`src/rtl/mmu_icache_ctrl_if.sv`:
```
// Fetch-side and memory-side signals of the instruction cache controller.
// slave: the cache controller. master: the fetch stage plus memory model.
interface mmu_icache_ctrl_if #(
  parameter int ADDR_W = 32,
  parameter int DATA_W = 32
);
  logic              ren;
  logic [ADDR_W-1:0] addy;
  logic              flush;
  logic              nostall;
  logic [DATA_W-1:0] dataout;
  logic              mem_req;
  logic [ADDR_W-1:0] mem_addr;
  logic              mem_ack;
  logic [DATA_W-1:0] mem_rdata;

  modport master (
    output ren, addy, flush, mem_ack, mem_rdata,
    input  nostall, dataout, mem_req, mem_addr
  );

  modport slave (
    input  ren, addy, flush, mem_ack, mem_rdata,
    output nostall, dataout, mem_req, mem_addr
  );
endinterface

```
`src/rtl/mmu_icache_ctrl.sv`:
```
// Direct-mapped read-only instruction cache with critical-word-first line
// refill over a variable-latency memory handshake.
// Optional feature macro: MMU_ICACHE_CRITICAL_FWD_EN forwards the critical
// word to fetch in the cycle it is acked.
//
// state | meaning
// ------+---------------------------------------------------------------
// IDLE  | serving hits; a miss with ren=1 captures the address -> FILL
// FILL  | requesting line words k, k+1, ... (mod WORDS); the last ack
//       | writes the tag, sets valid unless poisoned, and returns to IDLE
module mmu_icache_ctrl #(
  parameter int ADDR_W = 32,
  parameter int DATA_W = 32,
  parameter int LINES  = 16,
  parameter int WORDS  = 4
) (
  input logic            clk,
  input logic            reset,
  mmu_icache_ctrl_if.slave bus
);
  localparam int OFF_W = $clog2(WORDS);
  localparam int IDX_W = $clog2(LINES);
  localparam int TAG_W = ADDR_W - OFF_W - IDX_W - 2;

  typedef enum logic {IDLE, FILL} state_t;

  state_t state_q, state_d;

  logic [LINES-1:0]  valid_q;
  logic [TAG_W-1:0]  tag_mem  [LINES];
  logic [DATA_W-1:0] data_mem [LINES][WORDS];

  logic [TAG_W-1:0] cap_tag;
  logic [IDX_W-1:0] cap_idx;
  logic [OFF_W-1:0] k_q;
  // words still to be acked after the current one; zero means last word
  logic [OFF_W-1:0] remain_q;
  logic             poison_q;

  logic [OFF_W-1:0] req_off;
  logic [IDX_W-1:0] req_idx;
  logic [TAG_W-1:0] req_tag;
  logic             hit;
  logic             start_fill;
  logic             fill_wr;
  logic             fill_done;
  logic             nostall_c;
  logic [DATA_W-1:0] dataout_c;
  logic             mem_req_c;
  logic [ADDR_W-1:0] mem_addr_c;
  logic             fwd;

  // byte-lane bits of the fetch address carry no information for word fetches
  logic unused_addr_lsb;
  assign unused_addr_lsb = ^bus.addy[1:0];

  assign req_off = bus.addy[2 +: OFF_W];
  assign req_idx = bus.addy[2 + OFF_W +: IDX_W];
  assign req_tag = bus.addy[ADDR_W-1 -: TAG_W];

  assign hit = bus.ren && (state_q == IDLE) && valid_q[req_idx] &&
               (tag_mem[req_idx] == req_tag);

`ifdef MMU_ICACHE_CRITICAL_FWD_EN
  logic [OFF_W-1:0] cap_off;

  // only the first ack of a fill carries the word the fetch stage missed on
  assign fwd = (state_q == FILL) && bus.mem_ack &&
               (remain_q == OFF_W'(WORDS - 1)) && bus.ren &&
               (bus.addy[ADDR_W-1:2] == {cap_tag, cap_idx, cap_off});

  // remember which word the fill was started for
  always_ff @(posedge clk) begin
    if (reset) begin
      cap_off <= '0;
    end else if (start_fill) begin
      cap_off <= req_off;
    end
  end
`else
  assign fwd = 1'b0;
`endif

  // state register
  always_ff @(posedge clk) begin
    if (reset) begin
      state_q <= IDLE;
    end else begin
      state_q <= state_d;
    end
  end

  // next state, memory handshake and fetch-side outputs
  always_comb begin
    state_d    = state_q;
    start_fill = 1'b0;
    fill_wr    = 1'b0;
    fill_done  = 1'b0;
    mem_req_c  = 1'b0;
    mem_addr_c = '0;
    dataout_c  = '0;
    nostall_c  = (state_q == IDLE) && !(bus.ren && !hit);
    if (hit) begin
      dataout_c = data_mem[req_idx][req_off];
    end
    if (fwd) begin
      dataout_c = bus.mem_rdata;
      nostall_c = 1'b1;
    end
    case (state_q)
      IDLE: begin
        if (bus.ren && !hit) begin
          start_fill = 1'b1;
          state_d    = FILL;
        end
      end
      FILL: begin
        mem_req_c  = 1'b1;
        mem_addr_c = {cap_tag, cap_idx, k_q, 2'b00};
        if (bus.mem_ack) begin
          fill_wr = 1'b1;
          if (remain_q == '0) begin
            fill_done = 1'b1;
            state_d   = IDLE;
          end
        end
      end
      default: state_d = IDLE;
    endcase
  end

  // fill bookkeeping, valid bits and flush poisoning
  always_ff @(posedge clk) begin
    if (reset) begin
      valid_q  <= '0;
      cap_tag  <= '0;
      cap_idx  <= '0;
      k_q      <= '0;
      remain_q <= '0;
      poison_q <= 1'b0;
    end else begin
      if (start_fill) begin
        cap_tag  <= req_tag;
        cap_idx  <= req_idx;
        k_q      <= req_off;
        remain_q <= OFF_W'(WORDS - 1);
        poison_q <= 1'b0;
      end
      if (fill_wr) begin
        k_q      <= k_q + 1'b1;
        remain_q <= remain_q - 1'b1;
      end
      if (bus.flush && (state_q == FILL)) begin
        poison_q <= 1'b1;
      end
      // a flush arriving on the last ack still wins over setting valid
      if (bus.flush) begin
        valid_q <= '0;
      end else if (fill_done && !poison_q) begin
        valid_q[cap_idx] <= 1'b1;
      end
    end
  end

  // line storage; contents are meaningless until the valid bit is set
  always_ff @(posedge clk) begin
    if (fill_wr) begin
      data_mem[cap_idx][k_q] <= bus.mem_rdata;
    end
    if (fill_done) begin
      tag_mem[cap_idx] <= cap_tag;
    end
  end

  assign bus.nostall  = nostall_c;
  assign bus.dataout  = dataout_c;
  assign bus.mem_req  = mem_req_c;
  assign bus.mem_addr = mem_addr_c;
endmodule
```
`src/flat_wrapper.sv`:
```
// flat-port wrapper written by rule: the top's interface ports become plain ports
module mmu_icache_ctrl_flat 
#(
  parameter int ADDR_W = 32,
  parameter int DATA_W = 32,
  parameter int LINES  = 16,
  parameter int WORDS  = 4
)
  (clk, reset, bus_ren, bus_addy, bus_flush, bus_mem_ack, bus_mem_rdata, bus_nostall, bus_dataout, bus_mem_req, bus_mem_addr);
  mmu_icache_ctrl_if #(.ADDR_W(ADDR_W), .DATA_W(DATA_W)) bus_i ();
  input logic clk;
  input logic reset;
  input wire logic [$bits(bus_i.ren)-1:0] bus_ren;
  input wire logic [$bits(bus_i.addy)-1:0] bus_addy;
  input wire logic [$bits(bus_i.flush)-1:0] bus_flush;
  input wire logic [$bits(bus_i.mem_ack)-1:0] bus_mem_ack;
  input wire logic [$bits(bus_i.mem_rdata)-1:0] bus_mem_rdata;
  output wire logic [$bits(bus_i.nostall)-1:0] bus_nostall;
  output wire logic [$bits(bus_i.dataout)-1:0] bus_dataout;
  output wire logic [$bits(bus_i.mem_req)-1:0] bus_mem_req;
  output wire logic [$bits(bus_i.mem_addr)-1:0] bus_mem_addr;
  assign bus_i.ren = bus_ren;
  assign bus_i.addy = bus_addy;
  assign bus_i.flush = bus_flush;
  assign bus_i.mem_ack = bus_mem_ack;
  assign bus_i.mem_rdata = bus_mem_rdata;
  assign bus_nostall = bus_i.nostall;
  assign bus_dataout = bus_i.dataout;
  assign bus_mem_req = bus_i.mem_req;
  assign bus_mem_addr = bus_i.mem_addr;
  mmu_icache_ctrl #(.ADDR_W(ADDR_W), .DATA_W(DATA_W), .LINES(LINES), .WORDS(WORDS)) u_core (.clk(clk), .reset(reset), .bus(bus_i));
endmodule
```
`config.mk`:
```
export PLATFORM = sky130hd
export DESIGN_NAME = mmu_icache_ctrl_flat
export DESIGN_NICKNAME = d
export VERILOG_FILES = /design/src/rtl/mmu_icache_ctrl_if.sv /design/src/rtl/mmu_icache_ctrl.sv /design/src/flat_wrapper.sv
export SDC_FILE = /design/constraint.sdc
export NUM_CORES = 2
export LEC_CHECK = 0
export BUFFER_PORTS_ARGS = -buffer_cell sky130_fd_sc_hd__buf_2
export CAP_MARGIN = 20
export CORE_ASPECT_RATIO = 2
export CORE_MARGIN = 3
export CORE_UTILIZATION = 48
export DETAILED_ROUTE_END_ITERATION = 16
export PLACE_DENSITY = 0.68
export SLEW_MARGIN = 40
export SYNTH_ARGS = -nofsm -noshare
export SYNTH_HDL_FRONTEND = slang
export SYNTH_SLANG_ARGS = --single-unit
```
`constraint.sdc`:
```
create_clock -name clk -period 6.65 [get_ports clk]
set_clock_uncertainty 0.1 [all_clocks]
set_input_delay 1.33 -clock clk [delete_from_list [all_inputs] [get_ports clk]]
set_output_delay 1.33 -clock clk [all_outputs]
set_load 0.05 [all_outputs]
```
# Yosys cells after proc, flatten, opt, wreduce, memory -nomap -nowiden
# Memory sizes are Yosys's and may differ from the RTL's.
# Index checks and enable logic that the tools add are counted.
# classes
add_sub_neg	2
magnitude_cmp	6
n_eq_ne	1
muxes	32
bitwise_logic	4
n_reduce_logical	16
# op_table
op	n
32-bit two-way mux	5
128-bit two-way mux	1
32-bit binary-select mux with 2-bit select	1
32-bit demux with 2-bit select	1
24-bit == test	1
1-bit two-way mux	17
16-bit bitwise OR	1
4-bit by 5-bit < comparator with 1-bit output (second input constant)	2
1-bit logical AND	9
2-bit two-way mux	4
3-bit >= comparator (second input constant)	2
2-bit inverter with 3-bit output	2
1-bit binary-select mux with 4-bit select	1
1-bit demux with 4-bit select	1
4-bit by 1-bit >= comparator with 1-bit output (second input constant)	1
2-bit nonzero test	2
1-bit zero test	3
3-bit by 1-bit < comparator with 1-bit output (second input constant)	1
2-bit by 1-bit adder with 2-bit output (second input constant)	1
2-bit zero test	1
1-bit case mux with 2 select lines	1
2-bit OR reduction	1
2-bit by 1-bit subtractor with 2-bit output (second input constant)	1
1-bit inverter	1
# word_totals
regBits	50
ramBits	2432
in_bits	69
output_inout_bits	66
word_cells	70
memories	2
# memory_table
name	words	word_bits	rd	rd_ports_with_merged_regs	wr	line_no	rtl
u_core.data_mem	16	128	1	0	1	mmu_icache_ctrl.sv:31	logic [DATA_W-1:0] data_mem [LINES][WORDS];
u_core.tag_mem	16	24	1	0	1	mmu_icache_ctrl.sv:30	logic [TAG_W-1:0] tag_mem [LINES];

# Longest topological paths before layout
# depth
word_depth	10
ltp_mapped	14
depth_no_buf	8

# Least setup slack after synthesis
# OpenSTA, ideal clock, no wires.
# synth_path
path_kind	input -> output
start	in bus_addy[5]
end	out bus_dataout[12]
arrival_time_ps	4864
required_ps	5220
setup_slack_ps	356
path_stages	11
n_path_buf	3
cell_sequence	buf_6 -> buf_12 -> mux4_1 -> mux2i_1 -> mux2_2 -> nor3_1 -> nor4bb_1 -> and3_1 -> o2111ai_1 -> buf_2 -> a311oi_1
# synth_via
elab_chain_len	5
elab_cells_between_ends	11
classes_between	eq/ne (1); mux (6); reduce/logical (2); memory (2)
# synth_rtl
item	line_no	rtl
start, declared	flat_wrapper.sv:14	input wire logic [$bits(bus_i.addy)-1:0] bus_addy;
memory read 16 x 128 bit / 1-bit binary-select mux with 4-bit select (equally long branches)	--	
32-bit binary-select mux with 2-bit select / 1-bit two-way mux (equally long branches)	mmu_icache_ctrl.sv:104, mmu_icache_ctrl.sv:61	
32-bit two-way mux (implied by the code) / 1-bit logical AND (equally long branches) (2 in a row)	mmu_icache_ctrl.sv:104, mmu_icache_ctrl.sv:61	
32-bit two-way mux *	mmu_icache_ctrl.sv:103	if (hit) begin
end, declared	flat_wrapper.sv:19	output wire logic [$bits(bus_i.dataout)-1:0] bus_dataout;
# Mark *: on every way between the ends. The rest lies on a longest branch, timed or not. The select of a mux whose other input is x is not followed.

# Worst setup path after layout
# layout_path
start	in bus_addy[5]
end	out bus_dataout[25]
# The elaborated chain is that of the path after synthesis.

==> metrics <==
Worst Tran Pin Value 919 ps; cell taking the most area after synthesis edfxtp_1; NumNets Final 4453; Crit path buffers/inverters 6; final worst-path cycle share 97.2%; Crit. End Element output pin; total core area 198000 um^2; post-layout min period 6460 ps; share of the yosys chip area belonging to registers 77.3%; WL met2 134000 um; Routed Antenna Nets 0; global-route wire length before repair 349000 um; CP Data Required Time 5220 ps; Startpoint Class input pin; CTS H-tree lvls 4; CTS Buf Count 200; most frequent cells in the layout edfxtp_1, mux4_2, clkbuf_16, buf_4, nand2_1; Max Used Layer met5; #FFs+latches synth 2482; share of layout cells above drive strength 1 32.4%; Gates resized, CTS repair 0; leakage 34.1 nW; DR iter-0 viols 5006; area of the multi-input gates 21100 um^2; routability cong. 0.817; Total GRT Usage 24.2%; per-cell routed wire length 34.6 um; outcome completed; Skew-Pair Late Insertion Delay 870 ps; synthesized area per cell 23.7 um^2; Yosys top cell area share 76.3%; Synth Cell Area 95700 um^2; post-layout util 55.0%; slowest stage cell, crit path a311oi_2; met3 routed WL 16400 um; top post-synthesis cells by area edfxtp_1, mux4_2, dfxtp_1; Final Hold Fails 0; RSZ-0062 raised after global routing false; iteration count of the initial detailed-routing pass 6; Setup CP Type input pin to output pin; Max Root-Sink Buffers 4; MaxCap Viol Count 0; clock sinks 2482; most common cell after layout, fill and taps aside edfxtp_1; count of cell types in the netlist 63; DRT met1 WL 82900 um; Worst Path Max Fanout 41; Syn-to-layout area delta 13.8%; die area 205000 um^2; worst rel slew slack 38.6%; root buf cell clkbuf_16; Synth Flop Type edfxtp_1; Top Family by Delay on Critical Path buffers and inverters; r2r startpoint u_core.cap_idx[2]; total power 30.4 mW; worst path arrival time 5030 ps; pin count of the biggest net entering global routing 119; max-slew violations 0; critical path, cell by cell buf_12 > buf_12 > mux4_2 > a21oi_1 > a211oi_1 > nor3_1 > nor4bb_1 > buf_4 > and3_1 > o2111ai_4 > buf_12 > a311oi_2 > buf_4 > buf_12; FFs w/ async S/R, synth 0%; crit-path most repeated cell buf_12; worst reg2reg endpoint u_core.data_mem[13][47]; IO Pins 135; setup bufs post-CTS 0; num rows 231; Reg2Reg Setup Slack 3040 ps; initial antenna violation count 10; Synth Instances 4040; gr ovfl total 0; Residual DRC 0; clk slew on worst S/H paths 70 ps; Die H 638 um; die width 322 um; f_max 0.155 GHz; CTS tree built; sequential standard cell area 74000 um^2; hold endpoint u_core.valid_q[9]; Hold-fix buffers, CTS 0; # setup viols final 0; Via density 6.33; via count 45000; worst reg2reg path depth 4; vias in the first global route 46600; initial cell density of the core 48.3%; Worst Hold Class flip-flop to flip-flop; Post-synth EDFFs 2432; final WL 246000 um; Hold Path Depth 2; slowest stage delay, CP 480 ps; PortBufs 130; Fillers 14400; Pwr Density 279 nW/um^2; post-detail-place hpwl 151000 um; worst-case vdd ir drop 0.314 mV; Hold Path Origin u_core.valid_q[9]; Synth Warn # 0
[how the worst max path moves through the flow]
stage / cells past startpoint / startpoint / to
after floorplan: 11 / bus_addy[5] / bus_dataout[12]
after global placement: 13 / bus_addy[5] / bus_dataout[25]
after detailed placement: 13 / bus_addy[5] / bus_dataout[25]
after CTS: 13 / bus_addy[5] / bus_dataout[25]
after global routing: 13 / bus_addy[5] / bus_dataout[25]
final: 14 / bus_addy[5] / bus_dataout[25]
[per-stage QoR]
| step | worst slack [ps] | TNS (ps) | cell area, um^2 | std cells | hold WS [ps] |
|---|---|---|---|---|---|
| final | 189 | 0 | 109000 | 7099 | 373 |
| after global routing | 131 | 0 | 109000 | 7096 | 395 |
| after CTS | 12.1 | 0 | 109000 | 7092 | 376 |
| after detailed placement | 17.4 | 0 | 103000 | 6739 | 360 |
| after global placement | -238 | -238 | 101000 | 6669 | 346 |
| after floorplan | 356 | 0 | 95700 | 4041 | 329 |
[synth_stat cells, types with 3 or more instances]
master        n
and3_1        4
buf_6        14
o22ai_1       6
buf_2        99
o2111ai_1     3
buf_4        17
and4_1        3
ha_1          5
edfxtp_1   2432
xnor2_1       9
a211oi_1     22
buf_12        3
nand3_1      13
mux4_2      729
nand2b_1      4
dfxtp_1      50
mux2i_1      75
nor2_1      120
xor2_1       18
mux4_1       13
a22o_1        4
clkbuf_1     65
and2_1       37
or3_1         4
nand4_1       4
a311oi_1      8
nor4_1        4
buf_1        22
inv_1         6
nand2_1      96
a21oi_1       6
a22oi_1      13
mux2_2       17
a221oi_1      4
nor2b_1      41
o21ai_0       7
a31oi_1      11
nor3_1       17
[where the power goes]
group,switching [mW],internal [mW],leakage (nW)
Combinational,0.902,0.628,8.54
Clock,5.31,6.25,3.04
Sequential,0.0615,17.2,22.5
Total,6.27,24.1,34.1
[worst reg2reg max path: cells and delay by family (launching register included)]
family / cells / cell delay [ps]
AND/OR/NAND/NOR: 3 / 1960
flip-flops: 1 / 540
buffers and inverters: 1 / 560
[registers in the layout, indices dropped and copies added, names as in the netlist]
name	flops
u_core.cap_idx	4
u_core.cap_tag	24
u_core.data_mem	2048
u_core.k_q	2
u_core.poison_q	1
u_core.remain_q	2
u_core.state_q	1
u_core.tag_mem	384
u_core.valid_q	16
[routing by layer]
| metal | vias up | track usage [%] |
|---|---|---|
| met5 | - | 0 |
| met1 | 24400 | 28.5 |
| met3 | 552 | 3.42 |
| met4 | 8 | 11.1 |
| li1 | 17900 | - |
| met2 | 2146 | 43.8 |
[layout make-up]
cell class / instances / share of cell area, %
timing repair buffer: 358 / 3.97
multi-input combinational: 1329 / 19.4
sequential: 2482 / 67.9
clock buffer: 250 / 4.85
tap: 2563 / 2.94
inverter: 8 / 0.0299
antenna: 6 / 0.0138
clock inverter: 103 / 0.843
[cell families (layout without fill, tap and decap cells)]
group,Yosys count,after routing,share of synthesized area [%]
mux,834,834,18.5
compound gates,105,105,0.826
simple gates,356,356,1.76
other cells,1,8,0.00392
fa+ha+maj,5,5,0.0653
xor+xnor,27,27,0.247
flops,2482,2482,77.3
buf+inv,230,719,1.28
Power figures use the tool's default switching activity.
